## src/rtl/seg7_pkg.sv

```systemverilog
// Shared constants and the BCD-to-seven-segment decoder for the tick counter display.
// Segment patterns are active-low, ordered {g,f,e,d,c,b,a}.
package seg7_pkg;

  localparam int DIGIT_W    = 4;
  localparam int NUM_DIGITS = 4;

  localparam logic [6:0] SEG_0     = 7'b1000000;
  localparam logic [6:0] SEG_1     = 7'b1111001;
  localparam logic [6:0] SEG_2     = 7'b0100100;
  localparam logic [6:0] SEG_3     = 7'b0110000;
  localparam logic [6:0] SEG_4     = 7'b0011001;
  localparam logic [6:0] SEG_5     = 7'b0010010;
  localparam logic [6:0] SEG_6     = 7'b0000010;
  localparam logic [6:0] SEG_7     = 7'b1111000;
  localparam logic [6:0] SEG_8     = 7'b0000000;
  localparam logic [6:0] SEG_9     = 7'b0010000;
  localparam logic [6:0] SEG_BLANK = 7'b1111111;

  function automatic logic [6:0] seg7_decode(input logic [DIGIT_W-1:0] bcd);
    case (bcd)
      4'd0:    seg7_decode = SEG_0;
      4'd1:    seg7_decode = SEG_1;
      4'd2:    seg7_decode = SEG_2;
      4'd3:    seg7_decode = SEG_3;
      4'd4:    seg7_decode = SEG_4;
      4'd5:    seg7_decode = SEG_5;
      4'd6:    seg7_decode = SEG_6;
      4'd7:    seg7_decode = SEG_7;
      4'd8:    seg7_decode = SEG_8;
      4'd9:    seg7_decode = SEG_9;
      default: seg7_decode = SEG_BLANK;
    endcase
  endfunction

endpackage

```

## src/rtl/sync_2ff.sv

```systemverilog
// Two-flop synchronizer for a single asynchronous level, cleared to 0 on reset.
module sync_2ff (
  input  logic clk,
  input  logic rst,
  input  logic d,
  output logic q
);

  logic meta_q, meta_d;
  logic sync_q, sync_d;

  always_comb begin
    meta_d = d;
    sync_d = meta_q;
  end

  always_ff @(posedge clk or posedge rst) begin
    if (rst) begin
      meta_q <= 1'b0;
      sync_q <= 1'b0;
    end else begin
      meta_q <= meta_d;
      sync_q <= sync_d;
    end
  end

  assign q = sync_q;

endmodule

```

## src/rtl/bcd_tick_counter.sv

```systemverilog
// 4-digit BCD seconds counter fed by the divided clock, with run/clear controls
// and a multiplexed active-low seven-segment display driver.
module bcd_tick_counter
  import seg7_pkg::*;
#(
  parameter int unsigned SCAN_DIV = 99999
) (
  input  logic        clk,
  input  logic        rst,
  input  logic        tick_in,
  input  logic        run,
  input  logic        clear,
  output logic [15:0] bcd_out,
  output logic        rollover,
  output logic [6:0]  seg,
  output logic [3:0]  an
);

  localparam logic [19:0] SCAN_TC = 20'(SCAN_DIV);

  logic tick_s, run_s, clear_s;

  sync_2ff u_sync_tick  (.clk(clk), .rst(rst), .d(tick_in), .q(tick_s));
  sync_2ff u_sync_run   (.clk(clk), .rst(rst), .d(run),     .q(run_s));
  sync_2ff u_sync_clear (.clk(clk), .rst(rst), .d(clear),   .q(clear_s));

  logic        tick_d_q, tick_d_d;
  logic [15:0] bcd_q, bcd_d;
  logic        rollover_q, rollover_d;
  logic [19:0] scan_q, scan_d;
  logic [1:0]  idx_q, idx_d;
  logic [3:0]  an_q, an_d;
  logic [6:0]  seg_q, seg_d;
  logic        tick_rise;

  // Ripple carry through the digits: carry[gi] means every lower digit is 9.
  logic [NUM_DIGITS:0]                carry;
  logic [NUM_DIGITS*DIGIT_W-1:0]      bcd_inc;

  assign carry[0] = 1'b1;

  genvar gi;
  generate
    for (gi = 0; gi < NUM_DIGITS; gi++) begin : g_digit
      logic [DIGIT_W-1:0] dig;
      assign dig           = bcd_q[gi*DIGIT_W +: DIGIT_W];
      assign carry[gi+1]   = carry[gi] & (dig == 4'd9);
      assign bcd_inc[gi*DIGIT_W +: DIGIT_W] =
        !carry[gi]       ? dig :
        (dig == 4'd9)    ? 4'd0 : 4'(dig + 4'd1);
    end
  endgenerate

  always_comb begin
    tick_rise  = tick_s & ~tick_d_q;
    tick_d_d   = tick_s;
    bcd_d      = bcd_q;
    rollover_d = 1'b0;
    if (clear_s) begin
      bcd_d = 16'h0000;
    end else if (run_s && tick_rise) begin
      bcd_d      = bcd_inc;
      rollover_d = carry[NUM_DIGITS];
    end

    scan_d = scan_q + 20'd1;
    idx_d  = idx_q;
    if (scan_q == SCAN_TC) begin
      scan_d = 20'd0;
      idx_d  = idx_q + 2'd1;
    end

    an_d  = ~(4'b0001 << idx_q);
    seg_d = seg7_decode(bcd_q[{idx_q, 2'b00} +: DIGIT_W]);
  end

  always_ff @(posedge clk or posedge rst) begin
    if (rst) begin
      tick_d_q   <= 1'b0;
      bcd_q      <= 16'h0000;
      rollover_q <= 1'b0;
      scan_q     <= 20'd0;
      idx_q      <= 2'd0;
      an_q       <= 4'b1110;
      seg_q      <= SEG_0;
    end else begin
      tick_d_q   <= tick_d_d;
      bcd_q      <= bcd_d;
      rollover_q <= rollover_d;
      scan_q     <= scan_d;
      idx_q      <= idx_d;
      an_q       <= an_d;
      seg_q      <= seg_d;
    end
  end

  assign bcd_out  = bcd_q;
  assign rollover = rollover_q;
  assign an       = an_q;
  assign seg      = seg_q;

endmodule

```

## config.mk

```make
export PLATFORM = sky130hd
export DESIGN_NAME = bcd_tick_counter
export DESIGN_NICKNAME = d
export VERILOG_FILES = /design/src/rtl/seg7_pkg.sv /design/src/rtl/sync_2ff.sv /design/src/rtl/bcd_tick_counter.sv
export SDC_FILE = /design/constraint.sdc
export NUM_CORES = 1
export LEC_CHECK = 0
export BUFFER_PORTS_ARGS = -buffer_cell sky130_fd_sc_hd__buf_2
export CAP_MARGIN = 20
export CORE_MARGIN = 2
export CORE_UTILIZATION = 50
export CTS_BUF_LIST = sky130_fd_sc_hd__clkbuf_8
export CTS_CLUSTER_DIAMETER = 80
export DETAILED_ROUTE_END_ITERATION = 7
export PLACE_DENSITY = 0.73
export REMOVE_ABC_BUFFERS = 1
export SLEW_MARGIN = 10
export SYNTH_ARGS = -nofsm -noshare
export SYNTH_HDL_FRONTEND = slang
export SYNTH_SLANG_ARGS = --single-unit
```

## constraint.sdc

```tcl
create_clock -name clk -period 5.1 [get_ports clk]
set_input_delay 0.255 -clock clk [delete_from_list [all_inputs] [get_ports clk]]
set_output_delay 0.255 -clock clk [all_outputs]
set_load 0.01 [all_outputs]
```

Word-level counts from Yosys, hierarchy flattened. Memories as Yosys holds them, arrays and structs flattened. A register that Yosys moved wholly into a read port is not among the register bits. Index checks and enable logic that the tools add are counted.

Output and inout port bits: 28. Memories: 1. Word-level logic and storage cells: 55. Bits in registers: 50. Input bits: 5. Memory bits (read-only): 112.

Bitwise gates (word level): 6. Add/subtract/negate cells: 6. Shift-type cells: 2. Reductions and logical operators: 8. Equality and inequality tests: 5. Muxes and demuxes: 12.

Memories: (no name shown) (depth 16, bits a word 7, read ports 1, clocked after Yosys merged registers in 1, write ports 0, RTL line seg7_pkg.sv:21) `case (bcd)`.

Operators with widths (count): 16-bit 2-to-1 mux (2); 4-bit 2-to-1 mux (7); 20-bit by 1-bit adder with 20-bit output, second input constant (1); 20-bit by 17-bit equality test with 1-bit output, second input constant (1); 20-bit 2-to-1 mux (1); 4-bit by 1-bit adder with 4-bit output, second input constant (4); 4-bit equality test, second input constant (4); 16-bit by 5-bit indexed part select with 4-bit output (1); 2-bit nonzero test (4); 2-bit AND reduction (3); 1-bit AND (4); 4-bit NOT (1); 1-bit by 2-bit left shift with 4-bit output, first input constant (1); 2-bit by 1-bit adder with 2-bit output, second input constant (1); 1-bit 2-to-1 mux (2); 1-bit logical AND (1); 1-bit NOT (1).

Logic depth before layout (Yosys ltp). Gate-level depths: netlist of run 1.

Depth in word-level cells: 6. Depth in mapped cells: 7. Depth with buffers taken out: 6.

Cells and area by module. From an unflattened synthesis of run 1, not the netlist that was laid out.

Cell total of the unflattened synthesis: 258. Area, all modules: 2880.3 um2.

By module, submodules not included: bcd_tick_counter (cells an instance 249, times used 1, area each 2718.9 um2); sync_2ff (cells an instance 3, times used 3, area each 53.8 um2).

Least setup slack after synthesis of run 1. Ideal clock, no wire load.

Kind: flip-flop to flip-flop. From: register idx_q[0]. To: register seg_q[5] (netlist: seg[5]). Required time: 4.976 ns. Path buffers: 1. Clock period less this slack: 1.779 ns. Setup slack: 3.321 ns. Stages on the path, launching flop included: 8. Arrival time: 1.655 ns. Cell sequence: dfrtp_1 -> buf_2 -> mux4_2 -> inv_1 -> ha_1 -> inv_1 -> o21ai_0 -> a21oi_1.

Word-level cells in the longest chain between the ends: 1.

RTL lines: start: declaration (RTL line bcd_tick_counter.sv:31) `logic [1:0] idx_q, idx_d;`; start signal: assignment (RTL line bcd_tick_counter.sv:91) `idx_q <= idx_d;`; 16-bit by 5-bit indexed part select with 4-bit output (RTL line bcd_tick_counter.sv:74) `seg_d = seg7_decode(bcd_q[{idx_q, 2'b00} +: DIGIT_W]);`; end: declaration (RTL line bcd_tick_counter.sv:33) `logic [6:0] seg_q, seg_d;`.

No other way between the ends. A chain may end at the register's enable or synchronous reset.

Worst setup path after layout of run 1. Ends and elaborated chain as after synthesis.

==> run_results.csv, run 1 <==
group,metric,value,unit
synth,ys_ff_latch,57,
worst_setup_path,critPathRequiredTime,5.32,ns
synth,synth_top_family_by_area,"simple AND/OR/NAND/NOR gates",
clock_network,clockBufferDepth,2,
clock_network,cts_root_buffer,"clkbuf_8",
worst_setup_path,crit_top_cell,"inv_1",
routing,drtIter0Drc,102,
finish,final_layout_size_suffix_gt1_share,22.0,%
worst_setup_path,slowest_delay,0.64,ns
global_route,grt_usage,19.0,%
synth,synth_cell_types,43,
global_route,antenna_found_initial,0,
routing,dr_wl_met3,250,µm
placement,gp_congestion,0.815,
timing,timing.fmax,511,MHz
timing,fin_crit_sh,38.4,%
floorplanning,dieArea,6250,µm²
finish,post-route-util,60.9,%
synth,synth_compound_gate_area_share,7.50,%
synth,syn-cell-area,2820,µm²
routing,vias,1995,
worst_setup_path,critPathSlowestCell,"mux4_2",
floorplanning,core,5470,µm²
synth,syn_avg_cell_area,10.9,µm²
global_route,grt_pass1_wl,9030,µm
placement,portBuffers,32,
synth,synth-seq-area-share,50.8,%
global_route,globalRouteOverflowTotal,0,
worst_setup_path,cp_top_family,"multiplexers",
clock_network,clkSinkCount,57,
timing,fin_crit,1.96,ns
outcome,status,"finished, final reports clean",
synth,synthSimpleGateAreaFrac,18.5,%
clock_network,cts-resized-gates,0,
synth,yosysTopAreaCell,"dfrtp_1",
synth,synth.top_cell.area_share,47.0,%
global_route,grt_pass1_vias,1990,
timing,worst_pin_slew,0.746,ns
finish,nNetsFinal,323,
power_and_ir_drop,leakagePower,0.00155,µW
global_route,grt_max_degree,58,
synth,yosys-top-cells-area,"dfrtp_1 (47%), ha_1 (8.0%), xnor2_1 (4.7%)",
floorplanning,io_pins,33,
routing,met1_length,2470,µm
timing,finalSetupViolCount,0,
floorplanning,start_util,51.5,%
synth,ys_warn_count,0,
timing,rsz0062_at_grt,"false",
clock_network,htreeDepth,3,
synth,synth_xor_area_share,6.52,%
worst_setup_path,crit_path_cell_trace,"mux4_2 > inv_1 > ha_1 > inv_1 > o21ai_0 > a21oi_1",
routing,drc,0,
placement,hpwlAfterDp,3740,µm
worst_setup_path,cp-start-kind,"register",
synth,synth_fa_ha_area_share,7.99,%
worst_setup_path,cp_data_arrival_time,2.18,ns
run,max-cap-violations,0,
worst_setup_path,crit_fanout,8,
clock_network,clk_pin_slew_worst_paths,0.07,ns
floorplanning,core.rowCount,27,
min_path,hp-class,"input port to async pin",
worst_setup_path,r2r_end,"seg[5]",
finish,insertedDiodeCount,0,
timing,maxSlewHeadroom,49.8,%
worst_setup_path,r2r_slack,3.14,ns
clock_network,clkLatencyLatePin,0.34,ns
routing,drt_wl_total,5380,µm
clock_network,numCtsBuffers,9,
routing,drtAntennaViolNets,0,
finish,area_growth,18.2,%
routing,highest_layer,"met4",
routing,first_pass_iters,4,
power_and_ir_drop,vdd_drop_max,258,µV
floorplanning,dieWidth,79.1,µm
timing,hold_viol,0,
power_and_ir_drop,power.density,313,nW/µm²
worst_setup_path,reg2regPathDepth,6,
floorplanning,dieHeight,79.1,µm
timing,maxSlewViolCount,0,
synth,synthCells,259,
worst_setup_path,timing.rr.start,"idx_q[0]",
routing,drt-wirelength-per-cell,14.3,µm
worst_setup_path,cp_num_buf_inv,2,
routing,vias_per_cell,5.29,
synth,muxShareOfSynthArea,5.42,%
timing,skew,0.00797,ns
synth,async_flop_share,100,%
worst_setup_path,endpoint_kind,"register",
clock_network,cts_tree,"built",
synth,synth_edf_count,0,
synth,ys.flop_type,"dfrtp_1",
routing,route.met2.wl,2600,µm
worst_setup_path,crit_type,"register to register",
timing,tns,0,ns
-- cell type report --
type	count	area, µm²
fillers	465	2140
flip-flops and latches	57	1430
multi-input cells	179	1290
repair buffers	37	205
clock buffers	10	138
clock inverters	6	115
well taps	72	90.1
inverters	16	60.1
-- metrics by stage --
stage	cells	power [µW]	setup WS, ns	cell area [µm²]	hold slack [ns]
after CTS	377	1050	3.14	3330	0.123
after floorplan	252	505	2.96	2790	0.286
final	377	1040	3.14	3330	0.0931
after detailed placement	358	523	3.15	3050	0.336
after global routing	377	1080	3.00	3330	0.166
after global placement	358	522	3.24	3050	0.332
-- cells in the final DEF, fill, tap and decap left out, types with 2 or more instances in the layout --
cell type	netlist	final
buf_2	3	32
mux4_2	4	4
xor2_1	6	6
or4_1	3	3
xnor2_1	15	15
nand4_1	5	5
a21oi_1	13	13
nand3_1	10	10
bufinv_16	0	3
a31oi_1	2	2
nand3b_1	4	4
nand2_1	15	15
buf_4	1	2
dfrtp_1	53	53
nor3_1	6	6
or3_1	4	4
ha_1	18	18
and3b_1	4	4
clkbuf_8	0	10
nor4_1	4	4
o21ai_0	10	10
dlygate4sd3_1	0	3
dfstp_2	4	4
clkinv_4	0	2
nor2_1	27	27
nand2b_1	6	6
inv_1	16	15
mux2i_1	4	4
mux2_2	2	2
-- cells in the mapped netlist (2+ instances only) --
cell type and number:
and3b_1 4, a31oi_1 2, ha_1 18, or3_1 4
xor2_1 6, clkbuf_1 3, nand2b_1 6, or4_1 3
nand3_1 10, inv_1 16, buf_2 3, nand2_1 15
nor2_1 27, xnor2_1 15, nand4_1 5, nand3b_1 4
nor3_1 6, o21ai_0 10, mux2i_1 4, nor4_1 4
mux2_2 2, dfrtp_1 53, a21oi_1 13, dfstp_2 4
mux4_2 4
-- registers in the layout, indices dropped and copies added (netlist names) --
name,count
u_sync_clear.q,1
u_sync_run.meta_q,1
seg,7
rollover,1
an,4
idx_q,2
u_sync_clear.meta_q,1
u_sync_tick.q,1
u_sync_tick.meta_q,1
tick_d_q,1
bcd_out,16
scan_q,20
u_sync_run.q,1
-- worst max path at each step --
stage               startpoint        to  slack [ns]  cells past startpoint
global placement      idx_q[0]    seg[5]        3.24                      6
detailed placement    idx_q[0]    seg[5]        3.15                      6
floorplan            scan_q[8]  idx_q[1]        2.96                      3
CTS                   idx_q[0]    seg[5]        3.14                      6
finish                idx_q[0]    seg[5]        3.14                      6
global route          idx_q[0]    seg[0]        3.00                      5
-- metal layers --
layer  GRT usage [%]  vias to the layer above
met1            24.4                      965
met4            7.93                        0
met3            6.36                        7
li1                -                      980
met5               0                        -
met2            29.7                       43
-- power breakdown --
group	total, µW	switching (µW)	internal, µW
sequential	472	11.3	461
combinational	43.3	25.9	17.5
clock	528	188	339
total	1040	226	818
-- logic make-up (layout without fill, tap and decap cells) --
family	after synthesis	after routing
flops	57	57
buf+inv	23	69
compound gates	35	35
mux	10	10
simple gates	95	95
fa+ha+maj	18	18
xor+xnor	21	21
-- what timing repair did --
action / 4_1_cts / 5_1_grt
setup endpoints to repair: 0 / 0
buffers inserted: 0 / 0
hold buffers: 3 / 0
endpoints found under the hold margin: 3 / 0
-- worst min-delay path, delay by kind of cell --
kind | cells | cell delay, ns
buffers and inverters | 3 | 0.67
Note: power is estimated with default switching activity, not from simulation.
==> run 2: changes to the inputs <==
- PLACE_DENSITY: 0.73 -> 0.76
- clock period: 5.1 -> 1.6 ns (I/O delays scaled with it)
==> run 2 against run 1 <==
The run now ends with setup timing left; non-clock buffer count up 70; total power rose to 2.8 times the previous value; register-to-register slack worse by 3.4 ns; maximum frequency up 6.9%; critical path type unchanged; clock power up 120%; cell area up 23%.
==> run_results.csv, run 2 (same netlist as run 1, synthesis figures left out) <==
group,metric,value,unit
finish,final_cell_mix,"buf_4 (64), dfrtp_1 (52), buf_2 (32)",
finish,fin_cells,447,
finish,final_layout_size_suffix_gt1_share,49.3,%
worst_setup_path,crit_type,"register to register",
routing,drt-wirelength-per-cell,16.3,µm
finish,multiInputGateArea,1580,µm²
clock_network,clockBufferDepth,2,
global_route,antenna_found_initial,0,
clock_network,clk_pin_slew_worst_paths,0.06,ns
run,max-cap-violations,0,
finish,largest_reg_flops,20,
global_route,globalRouteOverflowTotal,0,
worst_setup_path,critPathRequiredTime,1.81,ns
worst_setup_path,crit_path_cell_trace,"inv_2 > ha_4 > nand3b_1 > nor4b_4 > buf_4 > mux2i_1 > nor2_1",
timing,finalSetupViolCount,23,
routing,drc,0,
routing,first_pass_iters,4,
timing,fin_ws,-0.231,ns
global_route,grt_max_degree,58,
routing,drt_wl_total,7300,µm
routing,drtIter0Drc,86,
floorplanning,dieHeight,79.1,µm
floorplanning,core,5470,µm²
timing,fin_crit_sh,114,%
placement,hpwlAfterDp,4290,µm
routing,vias,2425,
floorplanning,dieArea,6250,µm²
power_and_ir_drop,fin_total_pwr,2910,µW
finish,area_growth,45.8,%
placement,placed_area,3490,µm²
timing,rsz0062_at_grt,"true",
global_route,grt_pass1_vias,2422,
floorplanning,core.rowCount,27,
timing,maxSlewViolCount,0,
worst_setup_path,cp_data_arrival_time,2.05,ns
finish,regArea,1430,µm²
power_and_ir_drop,leakagePower,0.00195,µW
routing,met1_length,3100,µm
routing,route.met2.wl,3700,µm
outcome,status,"complete, but fails checks",
floorplanning,io_pins,33,
finish,num-fill-cells,347,
worst_setup_path,timing.rr.start,"bcd_out[9]",
floorplanning,dieWidth,79.1,µm
global_route,grt_pass1_wl,10900,µm
routing,drtAntennaViolNets,0,
routing,vias_per_cell,5.43,
clock_network,clkSinkCount,57,
timing,worst_pin_slew,0.467,ns
floorplanning,start_util,51.5,%
outcome,failed_checks,"setup timing",
power_and_ir_drop,power.density,707,nW/µm²
worst_setup_path,cp-start-kind,"register",
routing,dr_wl_met3,296,µm
clock_network,clkLatencyLatePin,0.33,ns
placement,gp_congestion,0.845,
timing,skew,0.00654,ns
worst_setup_path,slowest_delay,0.41,ns
finish,largest-register,"scan_q",
clock_network,htreeDepth,3,
finish,nNetsFinal,393,
worst_setup_path,crit_fanout,4,
placement,dp.cells,415,
worst_setup_path,startpoint,"bcd_out[9]",
finish,final_common_cell,"buf_4",
min_path,hp-class,"input port to async pin",
power_and_ir_drop,vdd_drop_max,535,µV
timing,timing.fmax,546,MHz
clock_network,cts_tree,"built",
timing,hold_viol,0,
routing,highest_layer,"met4",
worst_setup_path,critPathSlowestCell,"dfrtp_1",
clock_network,cts_root_buffer,"clkbuf_8",
finish,stdcell_area,4110,µm²
worst_setup_path,endpoint_kind,"register",
clock_network,numCtsBuffers,9,
global_route,grt_usage,22.9,%
timing,maxSlewHeadroom,68.9,%
placement,portBuffers,32,
finish,insertedDiodeCount,0,
timing,fin_crit,1.83,ns
run 2: cell types whose count changed in the layout (fill, tap and decap cells not counted), moves of 4 or more:
cell	before	now
ha_4	0	4
nor2_2	0	6
nor2_1	27	16
a21oi_2	1	8
a21oi_1	13	6
nor2_4	0	5
buf_4	2	64
buf_6	0	6
ha_1	18	12
run 2: layout make-up:
type / instances / share of cell area, %
inverters: 16 / 1.52
multi-input cells: 179 / 38.5
well taps: 72 / 2.19
clock inverters: 5 / 0.578
repair buffers: 107 / 18.7
clock buffers: 11 / 3.68
flip-flops and latches: 57 / 34.8
run 2: what timing repair did:
item,in CTS,in global routing
pin swaps,8,15
endpoints found under the hold margin,56,0
hold buffers,4,0
buffers inserted,7,4
gates cloned,0,1
endpoints found under the setup margin,28,33
resized for setup,29,50
run 2: worst paths after layout:
kind | to | depth (start not counted) | slack [ns]
worst max register to register | bcd_out[12] | 7 | -0.23
worst max-delay path | bcd_out[12] | 7 | -0.23
max in group asynchronous | seg[6] | 4 | 0.96
worst min register to register | u_sync_clear.q | 0 | 0.35
worst min-delay path | u_sync_tick.meta_q | 4 | 0.34
min in group clk | u_sync_clear.q | 0 | 0.35
run 2: stage by stage:
| stage | TNS (ns) | hold WS [ns] | util, % | setup WS, ns |
|---|---|---|---|---|
| 2_1_floorplan | -4.09 | 0.111 | - | -0.542 |
| 3_3_place_gp | -0.533 | 0.151 | 63.8 | -0.0934 |
| 3_5_place_dp | -0.940 | 0.156 | 63.8 | -0.151 |
| 4_1_cts | -0.524 | 0.348 | 70.6 | -0.123 |
| 5_1_grt | -3.41 | 0.356 | 75.1 | -0.284 |
| 6_report | -1.59 | 0.338 | 75.1 | -0.231 |
run 2: worst max-delay path: cells and delay by family (launching register included):
kind,cells,cell delay (ns)
and+or+nand+nor,3,0.65
DFF,1,0.41
buffers and inverters,2,0.29
muxes,1,0.25
adders and majority gates,1,0.11
run 2: where the power goes:
part	internal, µW	leakage, µW	total [µW]	switching [µW]
Combinational	110	0.00110	236	126
Clock	626	0.0000991	1180	550
Sequential	1470	0.000745	1500	26.0
Total	2210	0.00195	2910	701
run 2: routing by layer:
layer	track usage (%)	vias up
li1	-	1128
met5	0	-
met4	9.14	0
met2	38.8	65
met3	6.02	20
met1	27.8	1212
